**src/rtl/uart_pkg.sv**
```systemverilog
// Shared UART definitions: receiver state encoding and frame defaults common to rx and tx.
package uart_pkg;

    localparam int UART_DATA_BITS  = 8;
    localparam int UART_OVERSAMPLE = 16;

    typedef enum logic [1:0] {
        IDLE  = 2'd0,
        START = 2'd1,
        DATA  = 2'd2,
        STOP  = 2'd3
    } rx_state_e;

endpackage

```
**src/rtl/sync_2ff.sv**
```systemverilog
// Two-flop synchronizer for an asynchronous single-bit input.
module sync_2ff #(
    parameter logic RST_VAL = 1'b1
) (
    input  logic i_clk,
    input  logic i_rst_n,
    input  logic i_d,
    output logic o_q
);

    logic meta;

    always_ff @(posedge i_clk or negedge i_rst_n) begin
        if (!i_rst_n) begin
            meta <= RST_VAL;
            o_q  <= RST_VAL;
        end else begin
            meta <= i_d;
            o_q  <= meta;
        end
    end

endmodule

```
**src/rtl/uart_rx.sv**
```systemverilog
// Oversampling UART receiver: recovers LSB-first frames from i_rx using the baud tick i_stick.
//
// state | meaning
// IDLE  | waiting for a 1->0 edge on the synchronized line (checked every clock)
// START | counting to mid start bit; a high sample there is a glitch
// DATA  | sampling DATA_BITS bits at mid-bit, shifting in LSB first
// STOP  | sampling the stop bit; high -> o_valid, low -> o_frame_err
module uart_rx
    import uart_pkg::*;
#(
    parameter int DATA_BITS  = UART_DATA_BITS,
    parameter int OVERSAMPLE = UART_OVERSAMPLE,
    parameter int CNT_W      = $clog2(OVERSAMPLE)
) (
    input  logic                 i_clk,
    input  logic                 i_rst_n,
    input  logic                 i_stick,
    input  logic                 i_rx,
    output logic [DATA_BITS-1:0] o_data,
    output logic                 o_valid,
    output logic                 o_frame_err,
    output logic                 o_busy
);

    localparam int BIT_W = (DATA_BITS > 1) ? $clog2(DATA_BITS) : 1;
    localparam logic [CNT_W-1:0] TC_HALF  = CNT_W'(OVERSAMPLE / 2 - 1);
    localparam logic [CNT_W-1:0] TC_FULL  = CNT_W'(OVERSAMPLE - 1);
    localparam logic [BIT_W-1:0] BIT_LAST = BIT_W'(DATA_BITS - 1);

    rx_state_e            state, state_nx;
    logic                 rx_s, rx_prev, fall_edge;
    logic [CNT_W-1:0]     tick_cnt, tick_nx;
    logic [BIT_W-1:0]     bit_cnt, bit_nx;
    logic [DATA_BITS-1:0] shreg, shreg_nx, data_nx;
    logic                 valid_nx, ferr_nx;

    sync_2ff #(.RST_VAL(1'b1)) u_sync_rx (
        .i_clk  (i_clk),
        .i_rst_n(i_rst_n),
        .i_d    (i_rx),
        .o_q    (rx_s)
    );

    // A line held low never re-arms the receiver; only a fresh 1->0 transition does.
    assign fall_edge = rx_prev & ~rx_s;

    always_comb begin
        state_nx = state;
        tick_nx  = tick_cnt;
        bit_nx   = bit_cnt;
        shreg_nx = shreg;
        data_nx  = o_data;
        valid_nx = 1'b0;
        ferr_nx  = 1'b0;
        case (state)
            IDLE: begin
                if (fall_edge) begin
                    state_nx = START;
                    tick_nx  = '0;
                end
            end
            START: begin
                if (i_stick) begin
                    if (tick_cnt == TC_HALF) begin
                        tick_nx = '0;
                        if (!rx_s) begin
                            state_nx = DATA;
                            bit_nx   = '0;
                        end else begin
                            state_nx = IDLE;
                        end
                    end else begin
                        tick_nx = tick_cnt + 1'b1;
                    end
                end
            end
            DATA: begin
                if (i_stick) begin
                    if (tick_cnt == TC_FULL) begin
                        shreg_nx = {rx_s, shreg[DATA_BITS-1:1]};
                        tick_nx  = '0;
                        if (bit_cnt == BIT_LAST) begin
                            bit_nx   = '0;
                            state_nx = STOP;
                        end else begin
                            bit_nx = bit_cnt + 1'b1;
                        end
                    end else begin
                        tick_nx = tick_cnt + 1'b1;
                    end
                end
            end
            STOP: begin
                if (i_stick) begin
                    if (tick_cnt == TC_FULL) begin
                        tick_nx  = '0;
                        state_nx = IDLE;
                        if (rx_s) begin
                            data_nx  = shreg;
                            valid_nx = 1'b1;
                        end else begin
                            ferr_nx = 1'b1;
                        end
                    end else begin
                        tick_nx = tick_cnt + 1'b1;
                    end
                end
            end
            default: state_nx = IDLE;
        endcase
    end

    always_ff @(posedge i_clk or negedge i_rst_n) begin
        if (!i_rst_n) begin
            state       <= IDLE;
            rx_prev     <= 1'b1;
            tick_cnt    <= '0;
            bit_cnt     <= '0;
            shreg       <= '0;
            o_data      <= '0;
            o_valid     <= 1'b0;
            o_frame_err <= 1'b0;
            o_busy      <= 1'b0;
        end else begin
            state       <= state_nx;
            rx_prev     <= rx_s;
            tick_cnt    <= tick_nx;
            bit_cnt     <= bit_nx;
            shreg       <= shreg_nx;
            o_data      <= data_nx;
            o_valid     <= valid_nx;
            o_frame_err <= ferr_nx;
            o_busy      <= (state_nx != IDLE);
        end
    end

endmodule

```
**config.mk**
```make
export PLATFORM = sky130hd
export DESIGN_NAME = uart_rx
export DESIGN_NICKNAME = d
export VERILOG_FILES = /design/src/rtl/uart_pkg.sv /design/src/rtl/sync_2ff.sv /design/src/rtl/uart_rx.sv
export SDC_FILE = /design/constraint.sdc
export NUM_CORES = 1
export LEC_CHECK = 0
export BUFFER_PORTS_ARGS = -buffer_cell sky130_fd_sc_hd__buf_2
export CAP_MARGIN = 25
export CORE_ASPECT_RATIO = 1.2
export CORE_MARGIN = 4
export CORE_UTILIZATION = 34
export CTS_CLUSTER_DIAMETER = 150
export CTS_CLUSTER_SIZE = 28
export DETAILED_ROUTE_END_ITERATION = 6
export PLACE_DENSITY = 0.49
export SLEW_MARGIN = 30
export SYNTH_ARGS = -nofsm -noshare
export SYNTH_HDL_FRONTEND = slang
export SYNTH_SLANG_ARGS = --single-unit
```
**constraint.sdc**
```tcl
create_clock -name i_clk -period 2.3 [get_ports i_clk]
set_input_delay 0.46 -clock i_clk [delete_from_list [all_inputs] [get_ports i_clk]]
set_output_delay 0.46 -clock i_clk [all_outputs]
set_load 0.05 [all_outputs]
```
# Yosys cells after proc, flatten, opt, wreduce, memory -nomap -nowiden
# Index checks and enable logic that the tools add are counted.
# totals
register_bits	31
in_bits	4
out_inout_bits	11
word_cells	67
# op_classes
n_addsub	2
n_eq_ne	13
mux	31
bitwise_logic	2
n_reduce_logical	8
# ops
cell	count
$mux W4	5
$mux W2	9
$mux W3	6
$ne A2 B2 Y1 const B	6
$pmux W4 S3	1
$mux W1	8
$pmux W2 S4	1
$pmux W3 S2	1
$reduce_and A3 Y1	2
$reduce_and A6 Y1	1
$add A4 B1 Y4 const B	1
$eq A2 B2 Y1 const B	2
$eq A4 B3 Y1 const B	1
$eq A4 B4 Y1 const B	1
$reduce_and A4 Y1	1
$reduce_bool A2 Y1	2
$add A3 B1 Y3 const B	1
$eq A3 B3 Y1 const B	1
$eq A2 B1 Y1 const B	1
$logic_not A2 Y1	1
$ne A2 B1 Y1 const B	1
$reduce_or A2 Y1	1
$and A1 B1 Y1	1
$not A1 Y1	1

# Logic depth before layout (Yosys ltp)
# depth
ltp_word	6
mapped_depth	5
mapped_depth_nobuf	4

# Cells and area by module
# A second synthesis with hierarchy kept.
# unflattened
cells_unflattened	102
hier_area_um2	1371.3
# by_module_without_submodules
module	instances	cells_each	area_each_um2	seq_area_each_um2
uart_rx	1	100	1318.8	726.9
sync_2ff	1	2	52.6	52.6

# Worst setup path before layout
# OpenSTA, ideal clock, no wires.
# synth_timing
path_kind	register to register
startpoint	reg tick_cnt[3]
endpoint	reg bit_cnt[0]
setup_time_ns	0.125
arrival_time_ns	1.500
required_time_ns	2.175
setup_slack_ns	0.675
path_stages_with_launch	5
n_path_buf	1
synth_period_minus_slack_ns	1.625
path_cell_list	dfrtp_1 > buf_6 > or4b_4 > a21oi_4 > mux2_4
# synth_between
elab_chain_len	3
elab_cells_between_ends	5
cone_classes	eq/ne (4); reduce/logical (1)
# synth_rtl
item	line_no	text
start: declaration	uart_rx.sv:32	logic [CNT_W-1:0] tick_cnt, tick_nx;
start signal: assignment	uart_rx.sv:127	tick_cnt <= tick_nx;
$eq A4 B4 Y1 or $eq A4 B3 Y1 (tied branches)	uart_rx.sv:79, uart_rx.sv:64	
$ne A2 B2 Y1 (no line)	-	
$reduce_and A6 Y1 (no line) (*)	-	
end signal: assignment	uart_rx.sv:128	bit_cnt <= bit_nx;
end: declaration	uart_rx.sv:33	logic [BIT_W-1:0] bit_cnt, bit_nx;
# Every way passes the cells marked *; elsewhere a longest branch is shown, timed or not.
# A chain may end at the register's enable or synchronous reset.

# Worst setup path after layout
# layout_timing
startpoint	reg tick_cnt[0]
endpoint	reg shreg[7]
# layout_between
elab_chain_len	2
# layout_rtl
item	line_no	text
$eq A4 B4 Y1	uart_rx.sv:79	if (tick_cnt == TC_FULL) begin
$reduce_and A3 Y1 (no line)	-	
end signal: assignment	uart_rx.sv:129	shreg <= shreg_nx;
end: declaration	uart_rx.sv:34	logic [DATA_BITS-1:0] shreg, shreg_nx, data_nx;
# No other way between the ends.

==> results_dict.tcl <==
set metrics [dict create \
    place_hpwl_mm 1.62 \
    leakage_nw 0.787 \
    cts_hold_buf 0 \
    fin_area_sq_mm 0.00161 \
    start_util 0.357 \
    drv_cap 0 \
    outcome "finished, final reports clean" \
    clkLatencyLatePin_ns 0.27 \
    ys_types 35 \
    pre_cts_slack_ns 0.492 \
    yosys-top-cells-area "dfrtp_1, mux2_2, dfstp_2" \
    critPathArrivalTime_ns 1.97 \
    dr.first_iter.drc_count 20 \
    synth_warnings 0 \
    clock_path_buffers 2 \
    grt_max_degree 32 \
    n_antenna_cell 0 \
    clk_pin_slew_ns 0.06 \
    ys_ff_latch 31 \
    wl_per_cell_um 13.0 \
    required_ns 2.46 \
    yosysSeqAreaShare 0.549 \
    grt_busiest_layer "met2" \
    core_area_sq_mm 0.00397 \
    slowest_delay_ns 0.39 \
    final_util 0.405 \
    synth.avg_cell_area_sq_um 12.8 \
    cts_setup_buffers 0 \
    synth_nets 118 \
    htree_levels 2 \
    io_buffers 14 \
    layout_min_cycle_time_ns 1.81 \
    area_delta_synth_final_pct 13.5 \
    max_slew_margin 0.552 \
    drv_slew 0 \
    total_power_mw 1.39 \
    cts-resized-gates 0 \
    gp_congestion 0.768 \
    end_kind "flop" \
    routed_wirelength_mm 2.36 \
    die_w_um 67.0 \
    crit_chain "ha_1 -> and4_2 -> and2_1 -> mux2_2" \
    finalSetupViolCount 0 \
    syn_area_sq_mm 0.00142 \
    cts_tree "yes" \
    met3_usage 0.0297 \
    final_cell_mix "dfrtp_1, mux2_2, buf_2" \
    cp_slowest_cell "dfrtp_1" \
    final_hold_viol_count 0 \
    grt_use_met2 0.155 \
    final_common_cell "dfrtp_1" \
    critPathMaxFanout 8 \
    layout.nets 134 \
    p_per_area_mw_per_mm2 864 \
    cts_sinks 31 \
    fmax_mhz 552 \
    hold_path.class "primary input to asynchronous set/reset pin" \
    fin_ws_ns 0.489 \
    worstMarginPinSlew_ns 0.672 \
    rows 25 \
    numCtsBuffers 5 \
    fin_crit_sh 0.788 \
    setup_tns_ns 0 \
    yosysTopAreaCell "dfrtp_1" \
    critPathKind "flop to flop" \
    dieHeight_um 78.8 \
    viasPerCell 4.88 \
    crit_path_start_kind "flop" \
    syn_inst 111 \
    drc 0 \
    drive_gt1_frac 0.378 \
    ios 15 \
    dieArea_sq_mm 0.00527 \
    grt_antenna_before_repair 0 \
    gr-total-overflow 0 \
    vias 883 \
    clockRootBuffer "clkbuf_8" \
    ir_drop_mv 0.279 \
    ant_nets 0 \
    finalClockSkew_ns 0.00347 \
    first_pass_iters 4 \
    grt_pass1_vias 901 \
    rsz0062_at_grt "no" \
    place_area_sq_mm 0.00151 \
    grt_use_total 0.108 \
    grt_pass1_wl_mm 4.24 \
    use_met1 0.145 \
    synth_top_area_share 0.494 \
]
[worst max-delay path: cells and delay by family (launching register included)]
family                     cells  cell delay (ns)
muxes                          1             0.38
adders and majority gates      1             0.28
DFF                            1             0.39
and+or+nand+nor                2             0.65
[sequential cells by signal, indices dropped and copies added, names as in the netlist]
register and count:
bit_cnt 3, o_busy 1, o_data 8, o_frame_err 1, o_valid 1, rx_prev 1, shreg 8, state 2
tick_cnt 4, u_sync_rx.meta 1, u_sync_rx.o_q 1
[final timing paths]
check | startpoint | endpoint | slack [ns] | cells past startpoint
setup / recovery | tick_cnt[0] | shreg[7] | 0.49 | 4
hold / removal | i_rst_n | tick_cnt[3] | 0.21 | 1
setup reg to reg | tick_cnt[0] | shreg[7] | 0.49 | 4
hold reg to reg | u_sync_rx.meta | u_sync_rx.o_q | 0.36 | 0
max in group asynchronous | i_rst_n | o_data[7] | 1.64 | 1
min in group i_clk | i_rx | u_sync_rx.meta | 0.28 | 1
[cell type report]
cell class / instances / area [sq um]
Sequential cell: 31 / 779
Clock inverter: 1 / 30.0
Inverter: 5 / 18.8
Tap cell: 54 / 67.6
Multi-Input combinational cell: 69 / 564
Fill cell: 402 / 2360
Clock buffer: 6 / 72.6
Timing Repair Buffer: 15 / 77.6
[metal layers]
metal | wire length (um) | up-vias
met5 | 0 | -
met4 | 47 | 0
met3 | 102 | 5
met2 | 1070 | 14
met1 | 1140 | 437
li1 | - | 427
[logic make-up (layout without fill, tap and decap cells)]
family,after synthesis,count (layout),share of synthesized area
and+or+nand+nor,32,32,0.141
adders and majority gates,3,3,0.0265
muxes,19,19,0.152
DFF,31,31,0.549
buffers and inverters,11,27,0.0529
AOI/OAI and AO/OA,14,14,0.0723
xor gates and xnor gates,1,1,0.00617
[cell usage after synthesis]
cell	n
a21oi_1	2
mux2i_1	2
and2_1	2
buf_2	1
nor3b_1	2
nor2b_1	1
clkbuf_4	1
inv_1	5
or4b_4	1
dfrtp_1	28
nand4_2	1
and4_2	1
and3_1	1
nor4_1	1
a21bo_2	1
buf_4	1
nand3b_1	2
ha_1	3
a2111o_1	1
a21oi_4	1
nand3_1	6
nand2_1	8
buf_6	2
o21ai_0	5
o211ai_1	3
nand4_1	3
mux2_4	1
xor2_1	1
or2_2	1
mux2_2	16
clkbuf_8	1
or4b_1	1
dfstp_2	3
and2_2	1
o21a_1	1
[through the flow]
| step | hold WS, ns | std cells |
|---|---|---|
| finish | 0.212 | 181 |
| global route | 0.267 | 181 |
| CTS | 0.240 | 181 |
| detailed placement | 0.348 | 174 |
| global placement | 0.347 | 174 |
| floorplan | 0.164 | 111 |
[where the power goes]
| group | switching [mW] | internal [mW] | total [mW] |
|---|---|---|---|
| Combinational | 0.109 | 0.0894 | 0.199 |
| Sequential | 0.0855 | 0.603 | 0.689 |
| Clock | 0.187 | 0.317 | 0.504 |
| Total | 0.382 | 1.01 | 1.39 |
(Power assumes the default switching activity.)
